**src/rtl/popcount_seq_ctrl_pkg.sv**
```systemverilog
// Shared definitions for the sequential popcount engine: controller states,
// slice width and slice-count helper.
package popcount_pkg;

  localparam int SLICE_W = 5;

  typedef enum logic [1:0] {
    IDLE = 2'd0,
    RUN  = 2'd1,
    DONE = 2'd2
  } state_t;

  function automatic int nslice(input int width);
    return (width + SLICE_W - 1) / SLICE_W;
  endfunction

endpackage

```
**src/rtl/popcount_seq_ctrl_if.sv**
```systemverilog
// Input-word and result handshakes of the popcount engine; the master side
// produces words and consumes counts.
interface popcount_seq_ctrl_if #(
  parameter int WIDTH = 40
);
  localparam int OUT_W = $clog2(WIDTH + 1);

  logic             in_valid;
  logic             in_ready;
  logic [WIDTH-1:0] in_data;
  logic             out_valid;
  logic             out_ready;
  logic [OUT_W-1:0] out_count;

  modport master (
    output in_valid, in_data, out_ready,
    input  in_ready, out_valid, out_count
  );

  modport slave (
    input  in_valid, in_data, out_ready,
    output in_ready, out_valid, out_count
  );
endinterface

```
**src/rtl/popcount_seq_ctrl_ones_count5.sv**
```systemverilog
// Combinational 5-input ones counter; c carries the count with weights 1, 2, 4.
module ones_count5 (
  input  logic       x0,
  input  logic       x1,
  input  logic       x2,
  input  logic       x3,
  input  logic       x4,
  output logic [2:0] c
);

  assign c = {2'b00, x0} + {2'b00, x1} + {2'b00, x2} + {2'b00, x3} + {2'b00, x4};

endmodule

```
**src/rtl/popcount_seq_ctrl.sv**
```systemverilog
// Sequential popcount: one word is fed 5 bits per cycle through a single
// ones_count5 slice and the slice counts are accumulated into the result.
module popcount_seq_ctrl
  import popcount_pkg::*;
#(
  parameter int WIDTH = 40
) (
  input  logic                 clk,
  input  logic                 rst_n,
  popcount_seq_ctrl_if.slave   bus,
  output logic                 busy
);

  localparam int NSLICE = nslice(WIDTH);
  localparam int OUT_W  = $clog2(WIDTH + 1);
  localparam int PAD_W  = NSLICE * SLICE_W;
  localparam int IDX_W  = (NSLICE > 1) ? $clog2(NSLICE) : 1;
  localparam int SUM_W  = (OUT_W > 3) ? OUT_W : 3;
  localparam logic [IDX_W-1:0] LAST_IDX = IDX_W'(NSLICE - 1);

  state_t             state_r, state_n;
  logic [PAD_W-1:0]   word_r, word_n;
  logic [IDX_W-1:0]   idx_r, idx_n;
  logic [OUT_W-1:0]   acc_r, acc_n;
  logic               in_ready_r, out_valid_r, busy_r;
  logic [2:0]         cnt_s;
  logic [SUM_W-1:0]   sum_s;

  // The word shifts down one slice per RUN cycle, so the low 5 bits are
  // always the current slice; padding bits above WIDTH were loaded as zero.
  ones_count5 u_slice (
    .x0 (word_r[0]),
    .x1 (word_r[1]),
    .x2 (word_r[2]),
    .x3 (word_r[3]),
    .x4 (word_r[4]),
    .c  (cnt_s)
  );

  assign sum_s = SUM_W'(acc_r) + SUM_W'(cnt_s);

  // Next-state and datapath update for the IDLE/RUN/DONE sequence.
  always_comb begin
    state_n = state_r;
    word_n  = word_r;
    idx_n   = idx_r;
    acc_n   = acc_r;
    case (state_r)
      IDLE: begin
        if (bus.in_valid) begin
          state_n = RUN;
          word_n  = PAD_W'(bus.in_data);
          idx_n   = '0;
          acc_n   = '0;
        end else begin
          state_n = IDLE;
        end
      end
      RUN: begin
        acc_n  = sum_s[OUT_W-1:0];
        word_n = word_r >> SLICE_W;
        idx_n  = idx_r + IDX_W'(1);
        if (idx_r == LAST_IDX) begin
          state_n = DONE;
        end else begin
          state_n = RUN;
        end
      end
      DONE: begin
        if (bus.out_ready) begin
          state_n = IDLE;
        end else begin
          state_n = DONE;
        end
      end
      default: begin
        state_n = IDLE;
      end
    endcase
  end

  // State, datapath and registered handshake outputs.
  always_ff @(posedge clk) begin
    if (!rst_n) begin
      state_r     <= IDLE;
      word_r      <= '0;
      idx_r       <= '0;
      acc_r       <= '0;
      in_ready_r  <= 1'b1;
      out_valid_r <= 1'b0;
      busy_r      <= 1'b0;
    end else begin
      state_r     <= state_n;
      word_r      <= word_n;
      idx_r       <= idx_n;
      acc_r       <= acc_n;
      in_ready_r  <= (state_n == IDLE);
      out_valid_r <= (state_n == DONE);
      busy_r      <= (state_n != IDLE);
    end
  end

  assign bus.in_ready  = in_ready_r;
  assign bus.out_valid = out_valid_r;
  assign bus.out_count = acc_r;
  assign busy          = busy_r;

endmodule

```
**src/flat_wrapper.sv**
```systemverilog
// flat-port wrapper written by rule: the top's interface ports become plain ports
module popcount_seq_ctrl_flat import popcount_pkg::*;
#(
  parameter int WIDTH = 40
)
  (clk, rst_n, busy, bus_in_valid, bus_in_data, bus_out_ready, bus_in_ready, bus_out_valid, bus_out_count);
  popcount_seq_ctrl_if #(.WIDTH(WIDTH)) bus_i ();
  input  logic clk;
  input  logic rst_n;
  output logic busy;
  input wire logic [$bits(bus_i.in_valid)-1:0] bus_in_valid;
  input wire logic [$bits(bus_i.in_data)-1:0] bus_in_data;
  input wire logic [$bits(bus_i.out_ready)-1:0] bus_out_ready;
  output wire logic [$bits(bus_i.in_ready)-1:0] bus_in_ready;
  output wire logic [$bits(bus_i.out_valid)-1:0] bus_out_valid;
  output wire logic [$bits(bus_i.out_count)-1:0] bus_out_count;
  assign bus_i.in_valid = bus_in_valid;
  assign bus_i.in_data = bus_in_data;
  assign bus_i.out_ready = bus_out_ready;
  assign bus_in_ready = bus_i.in_ready;
  assign bus_out_valid = bus_i.out_valid;
  assign bus_out_count = bus_i.out_count;
  popcount_seq_ctrl #(.WIDTH(WIDTH)) u_core (.clk(clk), .rst_n(rst_n), .bus(bus_i), .busy(busy));
endmodule
```
**config.mk**
```make
export PLATFORM = sky130hd
export DESIGN_NAME = popcount_seq_ctrl_flat
export DESIGN_NICKNAME = d
export VERILOG_FILES = /design/src/rtl/popcount_seq_ctrl_pkg.sv /design/src/rtl/popcount_seq_ctrl_if.sv /design/src/rtl/popcount_seq_ctrl_ones_count5.sv /design/src/rtl/popcount_seq_ctrl.sv /design/src/flat_wrapper.sv
export SDC_FILE = /design/constraint.sdc
export NUM_CORES = 1
export LEC_CHECK = 0
export BUFFER_PORTS_ARGS = -buffer_cell sky130_fd_sc_hd__clkbuf_2
export CAP_MARGIN = 25
export CORE_MARGIN = 10
export CORE_UTILIZATION = 50
export DETAILED_ROUTE_END_ITERATION = 16
export PLACE_DENSITY = 0.83
export REMOVE_ABC_BUFFERS = 1
export SLEW_MARGIN = 20
export SYNTH_ARGS = -nofsm -noshare
export SYNTH_HDL_FRONTEND = slang
export SYNTH_SLANG_ARGS = --single-unit
```
**constraint.sdc**
```tcl
create_clock -name clk -period 5.33 [get_ports clk]
set_input_delay 1.066 -clock clk [delete_from_list [all_inputs] [get_ports clk]]
set_output_delay 1.066 -clock clk [all_outputs]
set_load 0.01 [all_outputs]
```
==> flow_metrics.py, run 1 <==
metrics = {
    "setup_path": {
        "crit_start": "u_core.word_r[1]",
        "required_ns": 5.57,
        "worstSetupPathType": "reg2reg",
        "cp-endpoint": "u_core.bus.out_count[3]",
        "r2r_start": "u_core.word_r[1]",
        "rrSetupSlack_ns": 2.40,
        "reg2reg_depth": 10,
        "worstPathArrival_ns": 3.17,
        "rr_endpoint": "u_core.bus.out_count[3]",
        "startpoint_type": "register",
        "path_max_fanout": 3,
        "endpoint_kind": "register",
    },
    "synthesis": {
        "synth_xor_area_share_pct": 0.334,
        "ys.flop_type": "dfxtp_1",
        "ys_seq_elements": 54,
        "ys_warn_count": 0,
        "yosys-top-cells-area": "dfxtp_1, o221a_2, nor2b_1",
        "post_synth_fa_ha_maj_area_fraction_pct": 5.64,
        "async_reset_ff_share_pct": 0,
        "yosysSeqAreaShare_pct": 41.3,
        "synth-simple-area-share_pct": 18.8,
        "synth_compound_gate_area_share_pct": 27.5,
        "syn_inst": 288,
        "synth_top_area_cell": "dfxtp_1",
        "synth_edf_count": 0,
        "synth_top_family_by_area": "compound AO/OA/AOI/OAI gates",
        "syn_area_um2": 2620,
        "ys_types": 34,
        "synth_top_area_share_pct": 41.3,
        "synth.area.mux_share_pct": 0.764,
        "post_synth.cell_area_avg_um2": 9.09,
    },
    "global_routing": {
        "grt_max_degree": 78,
        "antenna_found_initial": 0,
        "grt_pass1_wl_um": 9770,
        "grt_pass1_vias": 2218,
        "gr-total-overflow": 0,
        "track_usage_pct": 13.6,
    },
    "placed_design": {
        "place_hpwl_um": 3990,
        "port_buffers": 52,
        "gp_congestion": 0.810,
    },
    "routing": {
        "drcViolationCount": 0,
        "firstDrtPassIters": 4,
        "wl_per_cell_um": 15.0,
        "routed_wl_um": 5940,
        "antenna_left": 0,
        "route.vias.total": 2205,
        "drtIter0Drc": 154,
        "via_per_inst": 5.58,
    },
    "timing": {
        "hold_viol": 0,
        "setup_viol": 0,
        "relSlewSlack_pct": 42.5,
        "fin_crit_sh_pct": 55.0,
        "finalSetupTns_ns": 0,
        "finClkSkew_ns": 0.00427,
        "rsz0062_at_grt": "false",
        "finalMaxSlewViolations": 0,
        "fmax_mhz": 341,
        "worst_slew_pin_slew_ns": 0.861,
        "period_minus_slack_ns": 2.93,
    },
    "final_layout": {
        "fill_cells": 478,
        "diodes": 0,
        "drive_above_1_share_pct": 30.5,
        "syn2layout_area_growth_pct": 14.2,
        "nets": 379,
    },
    "floorplanning": {
        "die_w_um": 92.4,
        "fp.dieH_um": 92.4,
        "dieArea_um2": 8530,
        "start_util_pct": 51.3,
        "core_region_area_um2": 5110,
        "rows": 26,
        "ios": 53,
    },
    "power_and_ir_drop": {
        "comb_power_share_pct": 18.8,
        "netSwitchingFraction_pct": 26.0,
        "p_per_area_nw_per_um2": 303,
        "p_seq_share_pct": 50.2,
        "peakVddDrop_v": 0.000185,
        "p_clk_share_pct": 30.9,
        "power.total_uw": 907,
        "leakagePower_nw": 1.32,
        "p_sw_uw": 236,
        "p_int_uw": 671,
    },
    "hold_path": {
        "min_path_type": "reg2reg",
        "holdPathStages": 2,
        "min_from": "u_core.bus.out_count[5]",
    },
    "clock_network": {
        "htreeDepth": 2,
        "numCtsBuffers": 5,
        "clkSlewWorstSetupHoldPaths_ns": 0.09,
        "cts.sinks": 54,
        "cts.path.max_buffers": 2,
        "cts_setup_buffers": 0,
        "cts_hold_buf": 0,
        "clk_latency_ns": 0.31,
        "root_buffer": "clkbuf_8",
        "cts_tree": "yes",
        "cts_resized": 0,
    },
    "job": {
        "cap_violations": 0,
    },
    "outcome": {
        "outcome": "finished, final reports clean",
    },
}
==> synth_stat cells (all sizes together), types with 3 or more instances <==
cell type	number
o221a	35
a21oi	39
fa	3
nor2b	35
clkbuf	8
a22oi	10
nor2	49
ha	7
buf	18
dfxtp	54
inv	8
==> worst min path at each step <==
| stage | end | slack [ns] |
|---|---|---|
| finish | u_core.bus.out_count[5] | 0.51 |
| global route | u_core.bus.out_count[5] | 0.53 |
| CTS | u_core.bus.out_count[5] | 0.51 |
| detailed placement | u_core.bus.out_count[5] | 0.49 |
| global placement | u_core.bus.out_count[5] | 0.47 |
| floorplan | u_core.word_r[35] | 0.48 |
==> registers in the layout (all words and copies together), names as in the netlist <==
name / cells
u_core.word_r: 40
u_core.state_r: 2
u_core.bus.in_ready: 1
u_core.idx_r: 3
u_core.bus.out_valid: 1
u_core.bus.out_count: 6
u_core.busy: 1
==> layout make-up <==
cell class              instances  area, µm²  area share (%)
clock buffers                   6       82.6            2.76
repair buffers                 56        290            9.70
multi-input cells             200       1390            46.4
inverters                       8       30.0            1.00
flip-flops and latches         54       1080            36.2
well taps                      70       87.6            2.93
clock inverters                 1       30.0            1.00
==> power groups by stage <==
| stage | clock network [mW] | logic [mW] | registers (mW) |
|---|---|---|---|
| floorplan | 0 | 0.109 | 0.469 |
| global placement | 0 | 0.164 | 0.463 |
| detailed placement | 0 | 0.169 | 0.465 |
| CTS | 0.284 | 0.171 | 0.455 |
| global route | 0.300 | 0.195 | 0.459 |
| finish | 0.281 | 0.171 | 0.455 |
==> cells by family (layout without fill, tap and decap cells) <==
kind of cell               Yosys count  in the layout
DFF                                 54             54
xor gates and xnor gates             1              1
buffers and inverters               34             71
and+or+nand+nor                     96             96
AOI/OAI and AO/OA                   91             91
adders and majority gates           10             10
muxes                                2              2
==> critical path, stage by stage, from the launching register on <==
cell and delay, ns:
dfxtp_1 0.33, ha_1 0.28, inv_1 0.05, fa_1 0.47, inv_1 0.04, ha_1 0.18, fa_1 0.50, ha_1 0.30
a211oi_1 0.09, or4_4 0.49, a21oi_2 0.13
==> cell usage in the layout, fill, tap and decap left out, types with 2 or more instances in the layout <==
master / n
ha_1: 7
buf_4: 4
o221a_1: 3
a21oi_1: 38
clkbuf_8: 6
o221a_2: 32
clkbuf_2: 52
fa_1: 3
nand2b_1: 2
nor2b_1: 35
mux2i_1: 2
a22oi_1: 10
o311ai_0: 2
dfxtp_1: 53
inv_1: 8
nor2_1: 49
==> through the flow <==
| step | util [%] | hold slack, ns | area [µm²] | cells | setup WS (ns) |
|---|---|---|---|---|---|
| CTS | 58.6 | 0.505 | 2990 | 395 | 2.41 |
| global placement | 56.4 | 0.465 | 2880 | 388 | 2.49 |
| finish | 58.6 | 0.505 | 2990 | 395 | 2.40 |
| floorplan | - | 0.478 | 2500 | 262 | 2.54 |
| global route | 58.6 | 0.527 | 2990 | 395 | 2.28 |
| detailed placement | 56.4 | 0.492 | 2880 | 388 | 2.43 |
==> routing by layer <==
metal  track usage, %  up-vias  wire length, µm
met1             14.9     1035             2600
met4             5.40        0              106
met2             23.2       56             2790
li1                 -     1104                -
met5                0        -                0
met3             5.33       10              448
(Power assumes the default switching activity.)
==> inputs of run 2 (changes only) <==
- clock period: 5.33 -> 2.7 ns (I/O delays scaled with it)
==> run 2 against run 1 <==
Net effect:
- the run now ends with setup timing left
- utilization is 2.0 points higher
- total power is 98% higher
- via count is 1.6% higher
- sequential share of layout area is 1.1 points lower
- non-clock buffer count is 4 higher
- register-to-register slack worse by 2.5 ns
- critical endpoint unchanged
- highest routed layer unchanged
==> flow_metrics.py, run 2 (synthesis results as in run 1) <==
metrics = {
    "setup_path": {
        "cpPeakStageDelay_ns": 0.47,
        "r2r_start": "u_core.word_r[0]",
        "endpoint_kind": "register",
        "worstSetupPathType": "reg2reg",
        "reg2reg_depth": 10,
        "path_max_fanout": 3,
        "crit_top_cell": "fa_1",
        "required_ns": 2.95,
        "startpoint_type": "register",
        "rrSetupSlack_ns": -0.1,
        "cp_num_buf_inv": 2,
        "rr_endpoint": "u_core.bus.out_count[3]",
        "crit_path_top_delay_cell": "fa_1",
        "crit_chain": "ha_4 > inv_2 > fa_1 > inv_1 > ha_2 > fa_1 > ha_1 > a211oi_2 > or4_4 > a21oi_2",
        "critical-path-top-delay-family": "adder cells",
        "worstPathArrival_ns": 3.04,
    },
    "timing": {
        "hold_slack_ns": 0.462,
        "worst_slew_pin_slew_ns": 1.01,
        "fmax_mhz": 357,
        "setup_viol": 3,
        "rsz0062_at_grt": "true",
        "fin_crit_sh_pct": 104,
        "relSlewSlack_pct": 32.3,
        "finalMaxSlewViolations": 0,
        "hold_viol": 0,
        "period_minus_slack_ns": 2.80,
        "layout_setup_ws_ns": -0.0982,
        "finClkSkew_ns": 0.00434,
    },
    "routing": {
        "wl_per_cell_um": 15.5,
        "firstDrtPassIters": 4,
        "antenna_left": 0,
        "route.vias.total": 2241,
        "routed_wl_um": 6220,
        "drcViolationCount": 0,
        "via_per_inst": 5.60,
        "drtIter0Drc": 127,
    },
    "floorplanning": {
        "core_region_area_um2": 5110,
        "die_w_um": 92.4,
        "dieArea_um2": 8530,
        "ios": 53,
        "start_util_pct": 51.3,
        "rows": 26,
        "fp.dieH_um": 92.4,
    },
    "outcome": {
        "outcome": "complete, but fails checks",
        "failed_checks": "setup timing",
    },
    "final_layout": {
        "fin_cells": 400,
        "top_register": "u_core.word_r",
        "nets": 383,
        "syn2layout_area_growth_pct": 18.1,
        "largest_reg_flops": 40,
        "final_common_cell": "clkbuf_2",
        "drive_above_1_share_pct": 35.5,
        "fin_util_pct": 60.5,
        "final_cell_mix": "clkbuf_2, dfxtp_1, nor2_1",
        "diodes": 0,
    },
    "power_and_ir_drop": {
        "p_clk_share_pct": 29.1,
        "p_seq_share_pct": 50.6,
        "comb_power_share_pct": 20.2,
        "p_int_mw": 1.31,
        "p_sw_uw": 487,
        "peakVddDrop_v": 0.000376,
        "leakagePower_nw": 1.34,
        "netSwitchingFraction_pct": 27.1,
        "p_per_area_nw_per_um2": 581,
    },
    "hold_path": {
        "min_from": "bus_in_data[35]",
        "min_path_type": "in2reg",
        "worstHoldEndpoint": "u_core.word_r[35]",
        "holdPathStages": 3,
    },
    "global_routing": {
        "grt_pass1_vias": 2298,
        "gr-total-overflow": 0,
        "antenna_found_initial": 0,
        "track_usage_pct": 14.8,
        "grt_pass1_wl_um": 10500,
        "grt_max_degree": 33,
    },
    "clock_network": {
        "htreeDepth": 2,
        "numCtsBuffers": 5,
        "cts_tree": "yes",
        "clkSlewWorstSetupHoldPaths_ns": 0.09,
        "cts.sinks": 54,
        "clk_latency_ns": 0.31,
        "cts_hold_buf": 0,
        "root_buffer": "clkbuf_8",
        "cts.path.max_buffers": 2,
    },
    "placed_design": {
        "gp_congestion": 0.788,
        "dpl.cell_count": 390,
        "port_buffers": 52,
        "place_hpwl_um": 4260,
        "post-place-ws_ns": -0.205,
    },
    "job": {
        "cap_violations": 0,
    },
}
-- run 2: timing repair --
item / in CTS / in global routing
pin swaps: 12 / 5
endpoints found under the hold margin: 0 / 0
resized for setup: 12 / 3
gates cloned: 0 / 0
endpoints found under the setup margin: 4 / 5
setup buffers: 1 / 1
-- run 2: worst min-delay path, cell delays in order --
cell and delay [ns]:
clkbuf_2 0.08, a22oi_1 0.05, nor2_1 0.07
-- run 2: cell type report --
class	instances	area [µm²]
Fill cell	473	2020
Multi-Input combinational cell	200	1450
Sequential cell	54	1080
Timing Repair Buffer	60	333
Clock buffer	8	110
Tap cell	70	87.6
Inverter	8	30.0
-- run 2: worst max path at each step --
stage                          start                      end  slack, ns  cells after the start
finish              u_core.word_r[0]  u_core.bus.out_count[3]       -0.1                     10
global route        u_core.word_r[0]  u_core.bus.out_count[3]      -0.18                     10
CTS                 u_core.word_r[1]  u_core.bus.out_count[4]      -0.12                     11
detailed placement  u_core.word_r[1]  u_core.bus.out_count[3]      -0.21                     10
global placement    u_core.word_r[0]  u_core.bus.out_count[3]      -0.13                     10
floorplan           u_core.word_r[0]  u_core.bus.out_count[3]      -0.09                     10
-- run 2: stage by stage --
stage,power [mW],setup TNS (ns),area [µm²]
global route,1.89,-0.644,3090
CTS,1.80,-0.322,3080
global placement,1.25,-0.217,2910
finish,1.80,-0.216,3090
detailed placement,1.26,-0.438,2910
floorplan,1.14,-0.0856,2500
-- run 2: per-layer routing --
| metal | vias up | share of wire, % | GRT usage [%] |
|---|---|---|---|
| met5 | - | 0 | 0 |
| met1 | 1059 | 46 | 17.8 |
| met2 | 57 | 46 | 24.1 |
| met3 | 10 | 6.8 | 5.33 |
| met4 | 0 | 1.4 | 5.01 |
| li1 | 1115 | - | - |
-- run 2: power by group through the flow --
stage / logic (mW) / registers, mW / clock network [mW]
after floorplan: 0.214 / 0.925 / 0
after global placement: 0.326 / 0.920 / 0
after detailed placement: 0.338 / 0.925 / 0
after CTS: 0.361 / 0.909 / 0.534
after global routing: 0.408 / 0.918 / 0.566
final: 0.363 / 0.909 / 0.523
==> inputs of run 3 (changes only) <==
- PLACE_DENSITY: 0.83 -> 0.86
- SYNTH_HIERARCHICAL: unset -> 1
==> run 3 against run 2 <==
Net effect:
- the run now ends clean
- routed wire length down 15%
- via count decreased by 12%
- highest routed layer unchanged
- first-iteration DRC count grew 5.5%
- cell area decreased by 9.0%
- hold slack improved by 0.0028 ns
- sequential cell count did not move
- cell count shrank 12%
==> flow_metrics.py, run 3 <==
metrics = {
    "hold_path": {
        "min_path_type": "reg2reg",
        "worstHoldEndpoint": "u_core/word_r[8]",
        "holdPathStages": 2,
        "min_from": "u_core/word_r[8]",
    },
    "final_layout": {
        "fin_cells": 351,
        "final_cell_mix": "dfxtp_1, clkbuf_2, nand2_1",
        "final_common_cell": "dfxtp_1",
        "fill_cells": 395,
        "drive_above_1_share_pct": 25.1,
        "diodes": 0,
        "nets": 351,
        "final_area_um2": 2810,
        "syn2layout_area_growth_pct": 19.2,
        "largest_reg_flops": 40,
        "top_register": "u_core/word_r",
    },
    "clock_network": {
        "clkSlewWorstSetupHoldPaths_ns": 0.10,
        "numCtsBuffers": 5,
        "clk_latency_ns": 0.30,
        "htreeDepth": 2,
        "cts_tree": "yes",
        "root_buffer": "clkbuf_8",
        "cts.sinks": 54,
        "cts_setup_buffers": 0,
        "cts.path.max_buffers": 2,
    },
    "routing": {
        "via_per_inst": 5.65,
        "route.vias.total": 1982,
        "firstDrtPassIters": 4,
        "wl_per_cell_um": 15.1,
        "drcViolationCount": 0,
        "drtIter0Drc": 134,
        "routed_wl_um": 5310,
        "antenna_left": 0,
    },
    "global_routing": {
        "grt_pass1_vias": 2010,
        "track_usage_pct": 13.7,
        "grt_pass1_wl_um": 8840,
        "antenna_found_initial": 0,
        "grt_max_degree": 56,
        "gr-total-overflow": 0,
    },
    "synthesis": {
        "yosys-top-cells-area": "dfxtp_1, a21boi_0, a22oi_1",
        "yosysSeqAreaShare_pct": 45.8,
        "ys_top_cells_by_count": "dfxtp_1, nand2_1, a21boi_0",
        "async_reset_ff_share_pct": 0,
        "synth.most_common_cell": "dfxtp_1",
        "ys_seq_elements": 54,
        "ys_warn_count": 6,
        "synth_top_area_cell": "dfxtp_1",
        "ys_types": 29,
        "syn_inst": 258,
        "ys.flop_type": "dfxtp_1",
        "syn_area_um2": 2360,
        "synth_edf_count": 0,
        "synth_top_area_share_pct": 45.8,
        "post_synth.cell_area_avg_um2": 9.15,
    },
    "floorplanning": {
        "start_util_pct": 52.8,
        "die_w_um": 88.7,
        "core_region_area_um2": 4470,
        "fp.dieH_um": 88.7,
        "rows": 24,
        "dieArea_um2": 7870,
        "ios": 53,
    },
    "setup_path": {
        "required_ns": 2.94,
        "endpoint_kind": "register",
        "reg2reg_depth": 9,
        "worstSetupPathType": "reg2reg",
        "path_max_fanout": 3,
        "worstPathArrival_ns": 2.88,
        "startpoint_type": "register",
        "rrSetupSlack_ns": 0.06,
        "rr_endpoint": "u_core/bus.out_count[3]",
        "r2r_start": "u_core/word_r[0]",
    },
    "timing": {
        "worst_slew_pin_slew_ns": 0.901,
        "fmax_mhz": 379,
        "finalSetupTns_ns": 0,
        "finalMaxSlewViolations": 0,
        "hold_viol": 0,
        "period_minus_slack_ns": 2.64,
        "setup_viol": 0,
        "layout_setup_ws_ns": 0.0607,
        "fin_crit_sh_pct": 97.8,
        "finClkSkew_ns": 0.00607,
        "relSlewSlack_pct": 39.9,
    },
    "placed_design": {
        "post-place-ws_ns": -0.00118,
        "dpl.cell_count": 343,
        "postPlaceCellArea_um2": 2630,
        "port_buffers": 52,
        "place_hpwl_um": 3570,
        "gp_congestion": 0.816,
    },
    "power_and_ir_drop": {
        "p_per_area_nw_per_um2": 645,
        "peakVddDrop_v": 0.000436,
        "leakagePower_nw": 1.11,
        "power.total_mw": 1.81,
    },
    "job": {
        "cap_violations": 0,
    },
    "outcome": {
        "outcome": "finished, final reports clean",
    },
}
run 3: worst max-delay path, stage by stage (launching register included):
cell      delay (ns)
dfxtp_2         0.33
inv_1           0.05
fa_1            0.52
inv_1           0.05
fa_2            0.35
ha_4            0.23
ha_1            0.30
a211oi_2        0.09
or4_1           0.49
a21boi_1        0.16
run 3: worst max path at each step:
stage | endpoint | slack (ns) | startpoint
2_1_floorplan | u_core/word_r[11] | -0.59 | bus_in_valid
3_3_place_gp | u_core/bus.out_count[3] | 0.07 | u_core/word_r[0]
3_5_place_dp | u_core/bus.out_count[3] | -0.001 | u_core/word_r[0]
4_1_cts | u_core/bus.out_count[3] | 0.04 | u_core/word_r[0]
5_1_grt | u_core/bus.out_count[3] | -0.02 | u_core/word_r[0]
6_report | u_core/bus.out_count[3] | 0.06 | u_core/word_r[0]
run 3: metal layers:
layer	global-route usage (%)	wire length, µm	part of all wire (%)	up-vias
met2	23.9	2630	50	46
met3	4.41	391	7.4	4
met5	0	0	0	-
met1	15.4	2250	42	936
li1	-	-	-	996
met4	4.41	30	0.57	0
run 3: through the flow:
step / util [%] / hold slack, ns
2_1_floorplan: - / 0.435
3_3_place_gp: 58.8 / 0.444
3_5_place_dp: 58.8 / 0.454
4_1_cts: 62.2 / 0.461
5_1_grt: 62.9 / 0.486
6_report: 62.9 / 0.465
run 3: cell type report:
| cell class | instances | area [µm²] | area share [%] |
|---|---|---|---|
| sequential | 54 | 1080 | 38.5 |
| tap | 52 | 65.1 | 2.31 |
| multi-input combinational | 175 | 1210 | 43.0 |
| timing repair buffer | 56 | 290 | 10.3 |
| inverter | 6 | 22.5 | 0.800 |
| clock buffer | 6 | 82.6 | 2.93 |
| clock inverter | 2 | 60.1 | 2.13 |
run 3: what timing repair did:
action                     in CTS  in global routing
hold buffers                    0                  0
setup endpoints to repair       1                  3
pin swaps                       0                  1
resized for setup               1                  7
run 3: cells by family after synthesis:
family                   Yosys count  synth area share [%]
AO/OA/AOI/OAI                     83                  26.7
AND/OR/NAND/NOR                   80                  15.4
flip-flops                        54                  45.8
buffers and inverters             29                  5.19
adder cells (fa/ha/maj)            9                  5.72
multiplexers                       2                 0.848
XOR/XNOR                           1                 0.371
run 3: power by group:
part / internal [mW] / leakage (nW) / switching [mW]
clock network: 0.395 / 0.0714 / 0.260
logic: 0.129 / 0.595 / 0.150
registers: 0.849 / 0.443 / 0.0316
total: 1.37 / 1.11 / 0.442
